===== src/rtl/tilelink_router_pkg.sv =====
// Shared TileLink-UL channel payloads, opcodes and router helpers.
package tilelink_router_pkg;

  localparam int unsigned TL_AW   = 32;
  localparam int unsigned TL_DW   = 32;
  localparam int unsigned TL_MW   = TL_DW / 8;
  localparam int unsigned TL_SRCW = 8;
  localparam int unsigned TL_SZW  = 2;

  localparam logic [2:0] TL_OP_PUT_FULL    = 3'd0;
  localparam logic [2:0] TL_OP_PUT_PARTIAL = 3'd1;
  localparam logic [2:0] TL_OP_GET         = 3'd4;
  localparam logic [2:0] TL_OP_ACK         = 3'd0;
  localparam logic [2:0] TL_OP_ACK_DATA    = 3'd1;

  typedef struct packed {
    logic               a_valid;
    logic [2:0]         a_opcode;
    logic [2:0]         a_param;
    logic [TL_SZW-1:0]  a_size;
    logic [TL_SRCW-1:0] a_source;
    logic [TL_AW-1:0]   a_address;
    logic [TL_MW-1:0]   a_mask;
    logic [TL_DW-1:0]   a_data;
  } tilelink_a;

  typedef struct packed {
    logic               d_valid;
    logic [2:0]         d_opcode;
    logic [2:0]         d_param;
    logic [TL_SZW-1:0]  d_size;
    logic [TL_SRCW-1:0] d_source;
    logic               d_sink;
    logic [TL_DW-1:0]   d_data;
    logic               d_error;
  } tilelink_d;

  // Index width for a device count, never below one bit.
  function automatic int unsigned idx_width(int unsigned n);
    return (n > 1) ? $clog2(n) : 1;
  endfunction

  // Error reply to a request: data-carrying ack for Get, plain ack otherwise.
  function automatic tilelink_d error_resp(logic [2:0] a_opcode, logic [TL_SZW-1:0] a_size,
                                           logic [TL_SRCW-1:0] a_source);
    tilelink_d r;
    r          = '0;
    r.d_valid  = 1'b1;
    r.d_opcode = (a_opcode == TL_OP_GET) ? TL_OP_ACK_DATA : TL_OP_ACK;
    r.d_size   = a_size;
    r.d_source = a_source;
    r.d_error  = 1'b1;
    return r;
  endfunction

endpackage


===== src/rtl/tilelink_router_if.sv =====
// Host and device-side TileLink-UL channels of the router.
interface tilelink_router_if #(
  parameter int unsigned NUM_DEV = 3
) ();
  import tilelink_router_pkg::*;

  tilelink_a                host_tla;
  logic                     host_a_ready;
  tilelink_d                host_tld;
  logic                     host_d_ready;
  tilelink_a [NUM_DEV-1:0]  dev_tla;
  tilelink_d [NUM_DEV-1:0]  dev_tld;

  modport router (
    input  host_tla, host_d_ready, dev_tld,
    output host_a_ready, host_tld, dev_tla
  );

  modport env (
    output host_tla, host_d_ready, dev_tld,
    input  host_a_ready, host_tld, dev_tla
  );
endinterface


===== src/rtl/tilelink_addr_decode.sv =====
// Mask/tag address decoder; the lowest-index matching device wins.
module tilelink_addr_decode
  import tilelink_router_pkg::*;
#(
  parameter int unsigned           NUM_DEV    = 3,
  parameter logic [NUM_DEV*32-1:0] ADDR_MASKS = {NUM_DEV{32'hF0000000}},
  parameter logic [NUM_DEV*32-1:0] ADDR_TAGS  = {32'hF0000000, 32'h80000000, 32'h00000000}
) (
  input  logic [TL_AW-1:0]                address,
  output logic                            hit,
  output logic [idx_width(NUM_DEV)-1:0]   index
);

  localparam int unsigned IDX_W = idx_width(NUM_DEV);

  // Scan downwards so the last (lowest-index) match is the one kept.
  always_comb begin
    hit   = 1'b0;
    index = '0;
    for (int i = int'(NUM_DEV) - 1; i >= 0; i--) begin
      if ((address & ADDR_MASKS[i*32 +: 32]) == ADDR_TAGS[i*32 +: 32]) begin
        hit   = 1'b1;
        index = IDX_W'(i);
      end
    end
  end

endmodule


===== src/rtl/tilelink_router.sv =====
// 1-host to NUM_DEV-device TileLink-UL router, one transaction outstanding,
// with registered response, decode-miss/timeout errors and a stray-response counter.
module tilelink_router
  import tilelink_router_pkg::*;
#(
  parameter int unsigned           NUM_DEV    = 3,
  parameter logic [NUM_DEV*32-1:0] ADDR_MASKS = {NUM_DEV{32'hF0000000}},
  parameter logic [NUM_DEV*32-1:0] ADDR_TAGS  = {32'hF0000000, 32'h80000000, 32'h00000000},
  parameter int unsigned           TIMEOUT    = 16,
  parameter int unsigned           CNT_W      = 8
) (
  input  logic               clock,
  input  logic               reset_in,
  tilelink_router_if.router  bus,
  output logic [CNT_W-1:0]   stray_count
);

  localparam int unsigned IDX_W = idx_width(NUM_DEV);
  localparam int unsigned TMR_W = (TIMEOUT > 1) ? $clog2(TIMEOUT) : 1;
  localparam logic [TMR_W-1:0] TMR_LAST = TMR_W'((TIMEOUT > 0) ? TIMEOUT - 1 : 0);

  typedef enum logic [1:0] {IDLE, WAIT, RESP} state_e;

  state_e             state_q, state_d;
  logic [IDX_W-1:0]   sel_q, sel_d;
  logic [2:0]         op_q, op_d;
  logic [TL_SRCW-1:0] src_q, src_d;
  logic [TL_SZW-1:0]  size_q, size_d;
  logic [TMR_W-1:0]   timer_q, timer_d;
  tilelink_d          tld_q, tld_d;
  logic [CNT_W-1:0]   stray_q, stray_d;
  logic               a_ready_q;

  logic                    hit_c;
  logic [IDX_W-1:0]        idx_c;
  logic                    accept_c;
  tilelink_d               rsp_sel_c;
  logic [NUM_DEV-1:0]      stray_hit_c;
  tilelink_a [NUM_DEV-1:0] dev_tla_c;

  tilelink_addr_decode #(
    .NUM_DEV    (NUM_DEV),
    .ADDR_MASKS (ADDR_MASKS),
    .ADDR_TAGS  (ADDR_TAGS)
  ) u_decode (
    .address (bus.host_tla.a_address),
    .hit     (hit_c),
    .index   (idx_c)
  );

  assign accept_c  = !reset_in && (state_q == IDLE) && bus.host_tla.a_valid;
  assign rsp_sel_c = bus.dev_tld[sel_q];

  // Request fan-out: payload is broadcast, only the decoded device sees a_valid.
  always_comb begin
    for (int i = 0; i < int'(NUM_DEV); i++) begin
      dev_tla_c[i]         = bus.host_tla;
      dev_tla_c[i].a_valid = accept_c && hit_c && (idx_c == IDX_W'(i));
    end
  end

  // Only the selected device while waiting may answer; anything else is stray.
  always_comb begin
    for (int i = 0; i < int'(NUM_DEV); i++) begin
      stray_hit_c[i] = bus.dev_tld[i].d_valid && !((state_q == WAIT) && (sel_q == IDX_W'(i)));
    end
  end

  always_ff @(posedge clock) begin
    if (reset_in) begin
      state_q   <= IDLE;
      sel_q     <= '0;
      op_q      <= '0;
      src_q     <= '0;
      size_q    <= '0;
      timer_q   <= '0;
      tld_q     <= '0;
      stray_q   <= '0;
      a_ready_q <= 1'b1;
    end else begin
      state_q   <= state_d;
      sel_q     <= sel_d;
      op_q      <= op_d;
      src_q     <= src_d;
      size_q    <= size_d;
      timer_q   <= timer_d;
      tld_q     <= tld_d;
      stray_q   <= stray_d;
      a_ready_q <= (state_d == IDLE);
    end
  end

  always_comb begin
    state_d = state_q;
    sel_d   = sel_q;
    op_d    = op_q;
    src_d   = src_q;
    size_d  = size_q;
    timer_d = timer_q;
    tld_d   = tld_q;
    stray_d = stray_q;

    if (|stray_hit_c && !(&stray_q)) stray_d = stray_q + CNT_W'(1);

    unique case (state_q)
      IDLE: begin
        if (accept_c) begin
          op_d   = bus.host_tla.a_opcode;
          src_d  = bus.host_tla.a_source;
          size_d = bus.host_tla.a_size;
          if (hit_c) begin
            sel_d   = idx_c;
            timer_d = '0;
            state_d = WAIT;
          end else begin
            tld_d   = error_resp(bus.host_tla.a_opcode, bus.host_tla.a_size, bus.host_tla.a_source);
            state_d = RESP;
          end
        end
      end
      WAIT: begin
        // A device reply in the expiry cycle still beats the timeout.
        if (rsp_sel_c.d_valid) begin
          tld_d   = rsp_sel_c;
          state_d = RESP;
        end else begin
          timer_d = timer_q + TMR_W'(1);
          if ((TIMEOUT != 0) && (timer_q == TMR_LAST)) begin
            tld_d   = error_resp(op_q, size_q, src_q);
            state_d = RESP;
          end
        end
      end
      RESP: begin
        if (bus.host_d_ready) begin
          tld_d.d_valid = 1'b0;
          state_d       = IDLE;
        end
      end
      default: state_d = IDLE;
    endcase
  end

  assign bus.host_a_ready = a_ready_q;
  assign bus.host_tld     = tld_q;
  assign bus.dev_tla      = dev_tla_c;
  assign stray_count      = stray_q;

endmodule

===== src/flat_wrapper.sv =====
// flat-port wrapper written by rule: the top's interface ports become plain ports
module tilelink_router_flat import tilelink_router_pkg::*;
#(
  parameter int unsigned           NUM_DEV    = 3,
  parameter logic [NUM_DEV*32-1:0] ADDR_MASKS = {NUM_DEV{32'hF0000000}},
  parameter logic [NUM_DEV*32-1:0] ADDR_TAGS  = {32'hF0000000, 32'h80000000, 32'h00000000},
  parameter int unsigned           TIMEOUT    = 16,
  parameter int unsigned           CNT_W      = 8
)
  (clock, reset_in, stray_count, bus_host_tla, bus_host_d_ready, bus_dev_tld, bus_host_a_ready, bus_host_tld, bus_dev_tla);
  tilelink_router_if #(.NUM_DEV(NUM_DEV)) bus_i ();
  input  logic clock;
  input  logic reset_in;
  output logic [CNT_W-1:0] stray_count;
  input wire logic [$bits(bus_i.host_tla)-1:0] bus_host_tla;
  input wire logic [$bits(bus_i.host_d_ready)-1:0] bus_host_d_ready;
  input wire logic [$bits(bus_i.dev_tld)-1:0] bus_dev_tld;
  output wire logic [$bits(bus_i.host_a_ready)-1:0] bus_host_a_ready;
  output wire logic [$bits(bus_i.host_tld)-1:0] bus_host_tld;
  output wire logic [$bits(bus_i.dev_tla)-1:0] bus_dev_tla;
  assign bus_i.host_tla = bus_host_tla;
  assign bus_i.host_d_ready = bus_host_d_ready;
  assign bus_i.dev_tld = bus_dev_tld;
  assign bus_host_a_ready = bus_i.host_a_ready;
  assign bus_host_tld = bus_i.host_tld;
  assign bus_dev_tla = bus_i.dev_tla;
  tilelink_router #(.NUM_DEV(NUM_DEV), .ADDR_MASKS(ADDR_MASKS), .ADDR_TAGS(ADDR_TAGS), .TIMEOUT(TIMEOUT), .CNT_W(CNT_W)) u_core (.clock(clock), .reset_in(reset_in), .bus(bus_i), .stray_count(stray_count));
endmodule

===== config.mk =====
export PLATFORM = sky130hd
export DESIGN_NAME = tilelink_router_flat
export DESIGN_NICKNAME = d
export VERILOG_FILES = /design/src/rtl/tilelink_router_pkg.sv /design/src/rtl/tilelink_router_if.sv /design/src/rtl/tilelink_addr_decode.sv /design/src/rtl/tilelink_router.sv /design/src/flat_wrapper.sv
export SDC_FILE = /design/constraint.sdc
export NUM_CORES = 1
export LEC_CHECK = 0
export BUFFER_PORTS_ARGS = -buffer_cell sky130_fd_sc_hd__buf_2
export CAP_MARGIN = 0
export CORE_AREA = 3 3 216 218
export CTS_CLUSTER_DIAMETER = 40
export CTS_CLUSTER_SIZE = 25
export DETAILED_ROUTE_END_ITERATION = 6
export DIE_AREA = 0 0 219 221
export GPL_TIMING_DRIVEN = 1
export PLACE_DENSITY_LB_ADDON = 0.08
export SYNTH_ARGS = -nofsm -noshare
export SYNTH_HDL_FRONTEND = slang
export SYNTH_HIERARCHICAL = 1
export SYNTH_SLANG_ARGS = --single-unit
export TNS_END_PERCENT = 30

===== constraint.sdc =====
create_clock -name clock -period 1.74 [get_ports clock]
set_input_delay 0 -clock clock [delete_from_list [all_inputs] [get_ports clock]]
set_output_delay 0 -clock clock [all_outputs]
set_load 0.1 [all_outputs]

**Word level (Yosys, flattened, before mapping)**

Index checks and enable logic that the tools add are counted.

- $add $sub $neg: 2
- Magnitude comparators: 1
- Eq/ne operators: 17
- Mux-type cells: 27
- Reductions and logical operators: 32

Operators with widths:

| operator | count |
|---|---|
| 2-to-1 mux 51 bit | 5 |
| binary-select mux 51 bit (select 2 bit) | 1 |
| case mux 50 bit (2 select lines) | 1 |
| zero test 32 bit | 1 |
| 2-to-1 mux 2 bit | 8 |
| logical AND 1 bit | 13 |
| == test 4 bit, second input constant | 3 |
| 2-to-1 mux 4 bit | 3 |
| adder 8 x 1 -> 8 bit, second input constant | 1 |
| zero test 2 bit | 4 |
| case mux 4 bit (2 select lines) | 1 |
| AND reduction 4 bit | 2 |
| AND reduction 8 bit | 1 |
| == test 2 x 1 -> 1 bit, second input constant | 3 |
| == test 2 bit, second input constant | 3 |
| == test 3 bit, second input constant | 2 |
| 2-to-1 mux 1 bit | 6 |
| != test 2 bit, second input constant | 3 |
| case mux 2 bit (3 select lines) | 1 |
| zero test 1 bit | 5 |
| AND reduction 5 bit | 1 |
| adder 4 x 1 -> 4 bit, second input constant | 1 |
| != test 2 x 1 -> 1 bit, second input constant | 2 |
| < comparator 2 x 3 -> 1 bit, second input constant | 1 |
| other kinds (7) | 7 |

- Output and inout bits: 315
- Bits of input ports: 241
- Register bits after elaboration: 81
- Word-level logic and storage cells: 95

**Longest topological paths before layout**

- Depth after elaboration: 8
- Mapped depth: 9
- Depth with buffers taken out: 7

**Hierarchy**

The synthesis kept the hierarchy.

Modules (own cells, without submodules):

| module | instances | area each (sq um) | sequential area each (sq um) | cells each |
|---|---|---|---|---|
| tilelink_router | 1 | 6065.8 | 1621.6 | 744 |
| tilelink_addr_decode | 1 | 28.8 | 0.0 | 4 |

**Least setup slack after synthesis**

No wires, ideal clock.

- Path kind: register to output
- Start point: register u_core.state_q[0]
- End point: output port bus_dev_tla[169]
- Setup slack: -1.585 ns
- Cell stages (with the launch flop): 7
- Arrival time: 3.325 ns
- Buffers on the path: 2
- Required time: 1.740 ns
- Path through: dfxtp_1 -> buf_2 -> inv_1 -> and3_1 -> clkbuf_1 -> nand3_1 -> nor3b_1

- Word-level cells in the longest chain between the ends: 5

RTL lines:

| element | RTL line | source |
|---|---|---|
| start: declaration | tilelink_router.sv:24 | `state_e state_q, state_d;` |
| start signal: assignment | tilelink_router.sv:81 | `state_q <= state_d;` |
| zero test 2 bit | tilelink_router.sv:51 | `assign accept_c = !reset_in && (state_q == IDLE) && bus.host_tla.a_valid;` |
| logical AND 1 bit (2 in series) | tilelink_router.sv:51 |  |
| logical AND 1 bit (2 in series) | tilelink_router.sv:58 | `dev_tla_c[i].a_valid = accept_c && hit_c && (idx_c == IDX_W'(i));` |
| end: declaration | flat_wrapper.sv:20 | `output wire logic [$bits(bus_i.dev_tla)-1:0] bus_dev_tla;` |

No other way between the ends.

**Worst setup path after layout**

- Start point: register u_core.sel_q[0]
- End point: register u_core.stray_q[1] (netlist: u_core/stray_count[1])

- Word-level cells in the longest chain between the ends: 6
- Elaborated cells on any way between the ends: 14
- Classes of those cells: 2 x eq/ne; 12 x reduce/logical

RTL lines:

| element | RTL line | source |
|---|---|---|
| start: declaration | tilelink_router.sv:25 | `logic [IDX_W-1:0] sel_q, sel_d;` |
| start signal: assignment | tilelink_router.sv:82 | `sel_q <= sel_d;` |
| == test 2 x 1 -> 1 bit (tied with other cells) | tilelink_router.sv:65 | `stray_hit_c[i] = bus.dev_tld[i].d_valid && !((state_q == WAIT) && (sel_q == IDX_W'(i)));` |
| logical AND 1 bit | tilelink_router.sv:65 |  |
| zero test 1 bit | tilelink_router.sv:65 |  |
| logical AND 1 bit | tilelink_router.sv:65 |  |
| OR reduction 3 bit * | tilelink_router.sv:103 | `if (\|stray_hit_c && !(&stray_q)) stray_d = stray_q + CNT_W'(1);` |
| logical AND 1 bit * | tilelink_router.sv:103 |  |
| end signal: assignment | tilelink_router.sv:88 | `stray_q <= stray_d;` |
| end: declaration | tilelink_router.sv:31 | `logic [CNT_W-1:0] stray_q, stray_d;` |

Mark *: on every way between the ends. The rest lies on a longest branch, timed or not.
A chain may end at the register's enable or synchronous reset.

==> flow_metrics.env <==
export IMPL_outcome="finished with violations"
export IMPL_violations="setup timing"
export IMPL_netlist_area_um2=6090
export IMPL_yosysUniqueCellTypes=48
export IMPL_fin_crit_ns=1.77
export IMPL_r2r_start="u_core/sel_q[0]$_SDFFE_PP0P_"
export IMPL_tightest_slew_ns=0.557
export IMPL_multi_input_area_um2=2530
export IMPL_row_count=78
export IMPL_clockBufferDepth=2
export IMPL_whs_path_depth=0
export IMPL_fin_nets=1121
export IMPL_slowest_stage="o32a_4"
export IMPL_min_from="bus_host_tla[6]"
export IMPL_synth_async_sr_flop_share=0
export IMPL_ys_seq_area_frac=0.266
export IMPL_cts_sinks=81
export IMPL_synthCells=748
export IMPL_antenna_left=0
export IMPL_grt_busiest_layer="met2"
export IMPL_max_stage_delay_ns=0.41
export IMPL_drive_gt1_frac=0.486
export IMPL_critPathLaunchType="flop"
export IMPL_ctsHtreeMaxLevel=3
export IMPL_fmax_mhz=566
export IMPL_holdCritPathClass="input port to primary output"
export IMPL_powerDensity_nw_per_um2=692
export IMPL_fin_worst_skew_ns=0.00784
export IMPL_ir_drop_mv=0.428
export IMPL_drv_slew=0
export IMPL_fin_crit_sh=1.02
export IMPL_reg2reg_depth=6
export IMPL_grt_overflow_total=0
export IMPL_synth_fp_nets=991
export IMPL_fin_ws_ns=-0.0267
export IMPL_portBuffers=287
export IMPL_worstPathArrival_ns=2.01
export IMPL_area_delta_synth_final_pct=31.6
export IMPL_grt_use_total=0.0975
export IMPL_grt_antenna_before_repair=0
export IMPL_gr_usage_met1=0.113
export IMPL_drt_iter0_drc=154
export IMPL_slew_headroom=0.631
export IMPL_synth_warnings=6
export IMPL_avgSynthCellArea_um2=8.15
export IMPL_cp_end_kind="flop"
export IMPL_dieWidth_um=219
export IMPL_cts_root_buf="clkbuf_16"
export IMPL_rsz0062_at_grt="true"
export IMPL_drt_first_pass_iters=4
export IMPL_grt_max_degree=42
export IMPL_die_area_um2=48400
export IMPL_routed_wl_mm=25.7
export IMPL_synth_seq_cells=81
export IMPL_cp_required_ns=1.98
export IMPL_regArea_um2=1650
export IMPL_numCtsBuffers=9
export IMPL_place_gp_congestion=0.658
export IMPL_use_met2=0.160
export IMPL_cts_clk_slew_worst_paths_ns=0.06
export IMPL_crit_chain="buf_6 > mux2_4 > o32a_4 > o21ai_4 > mux2i_1 > nor2_1"
export IMPL_p_leak_nw=3.35
export IMPL_grt_pass1_wl_mm=35.3
export IMPL_via_count=5290
export IMPL_fill_cells=5100
export IMPL_die_h_um=221
export IMPL_cap_violations=0
export IMPL_postLayoutCoreUtil=0.178
export IMPL_fin_setup_tns_ns=-0.0267
export IMPL_initial_core_util=0.135
export IMPL_setup_viol=1
export IMPL_met3_usage=0.0364
export IMPL_io_pins=556
export IMPL_path_max_fanout=6
export IMPL_path_class="flop to flop"
export IMPL_hold_viol=0
export IMPL_cp_startpoint="u_core/sel_q[0]$_SDFFE_PP0P_"
export IMPL_hpwlAfterDp_mm=18.9
export IMPL_whs_ns=0.0000661
export IMPL_via_per_inst=3.57
export IMPL_clock_latency_ns=0.35
export IMPL_grt_pass1_vias=5384
export IMPL_place_ws_ns=-0.541
export IMPL_cts_tree="built"
export IMPL_power_mw=5.55
export IMPL_drc=0
export IMPL_ys_flop_type="dfxtp_1"
export IMPL_synth_edf_count=0
export IMPL_wl_per_cell_um=17.3
export IMPL_coreArea_um2=45100
==> layout by cell type (no fill, tap or decap), types with 3 or more instances in the layout <==
cell type,Yosys,final
a21oi_1,19,18
a22o_1,38,38
a31oi_1,11,11
and2_1,3,3
and3_1,5,3
buf_12,0,15
buf_2,15,284
buf_4,254,63
buf_6,2,7
clkbuf_16,0,13
dfxtp_1,81,68
dfxtp_2,0,7
dfxtp_4,0,6
dlygate4sd3_1,0,41
mux2i_1,52,49
nand2_1,81,81
nand3_1,7,6
nor2_1,16,14
nor3_1,8,7
o211ai_1,24,24
o21ai_0,62,61
xor2_1,6,6
==> critical path, delay by kind of cell, from the launching register on <==
family,cells,cell delay [ns]
compound gates,2,0.62
buf+inv,1,0.13
flops,1,0.35
mux,2,0.51
simple gates,1,0.05
==> logic make-up after synthesis <==
| family | after synthesis | synth area share |
|---|---|---|
| multiplexers | 53 | 0.0873 |
| XOR/XNOR | 8 | 0.0115 |
| adder cells (fa/ha/maj) | 2 | 0.00411 |
| buffers and inverters | 300 | 0.347 |
| AND/OR/NAND/NOR | 134 | 0.0975 |
| AO/OA/AOI/OAI | 170 | 0.187 |
| flip-flops | 81 | 0.266 |
==> routing by layer <==
| metal | wire [um] | vias to the layer above |
|---|---|---|
| met4 | 849 | 0 |
| met5 | 0 | - |
| met3 | 2510 | 70 |
| met1 | 10300 | 2375 |
| li1 | - | 2572 |
| met2 | 12000 | 273 |
==> state kept, by name (all words and copies together) (netlist names) <==
signal / count
u_core/sel_q: 2
u_core/src_q: 8
u_core/op_q: 3
u_core/bus.host_tld: 51
u_core/size_q: 2
u_core/stray_count: 8
u_core/timer_q: 4
u_core/bus.host_a_ready: 1
u_core/state_q: 2
==> Yosys cell counts (2+ instances only) <==
cell	n	area (um2)
a22o_1	38	333
ha_1	2	25.0
nor2_1	16	60.1
o21ai_0	62	310
xor2_1	6	52.6
inv_1	4	15.0
mux2i_1	52	521
buf_2	15	75.1
and3_1	5	31.3
nand2_1	81	304
and2_1	3	18.8
nand2b_1	2	12.5
o21a_1	2	15.0
nand3_1	7	35.0
a31oi_1	11	68.8
nor3_1	8	40.0
clkbuf_1	24	90.1
a21oi_1	19	95.1
buf_4	254	1910
nor3b_1	2	15.0
dfxtp_1	81	1620
buf_6	2	22.5
nand3b_1	2	15.0
nor2b_1	2	12.5
o211ai_1	24	180
xnor2_1	2	17.5
==> power by group <==
part | switching (mW) | internal, mW | total [mW]
clock | 0.891 | 1.04 | 1.93
combinational | 1.18 | 0.487 | 1.67
sequential | 0.0412 | 1.91 | 1.95
==> path summary, 6_finish.rpt <==
check                                       endpoint  slack, ns
setup reg to reg  u_core/stray_count[1]$_SDFFE_PP0P_      -0.03
setup / recovery  u_core/stray_count[1]$_SDFFE_PP0P_      -0.03
hold / removal                      bus_dev_tla[176]    0.00007
hold reg to reg          u_core/op_q[2]$_SDFFE_PP0P_       0.45
==> per-stage QoR <==
step                      std cells  area (um2)
final                          1483        8020
after global routing           1482        8020
after CTS                      1457        7630
after detailed placement       1390        6760
after global placement         1390        6760
after floorplan                 748        6180
==> final cells by class <==
class	count	area share
flip-flops and latches	81	0.206
multi-input cells	368	0.316
clock inverters	4	0.00343
inverters	4	0.00250
well taps	600	0.0936
clock buffers	11	0.0315
repair buffers	414	0.347
diodes	1	0.000312
==> timing repair <==
action / 4_1_cts / 5_1_grt
resized for setup: 17 / 29
setup endpoints to repair: 64 / 62
pin swaps: 4 / 10
buffers inserted: 11 / 21
hold buffers: 41 / 0
endpoints found under the hold margin: 44 / 0
cloned: 1 / 4
Power figures use the tool's default switching activity.
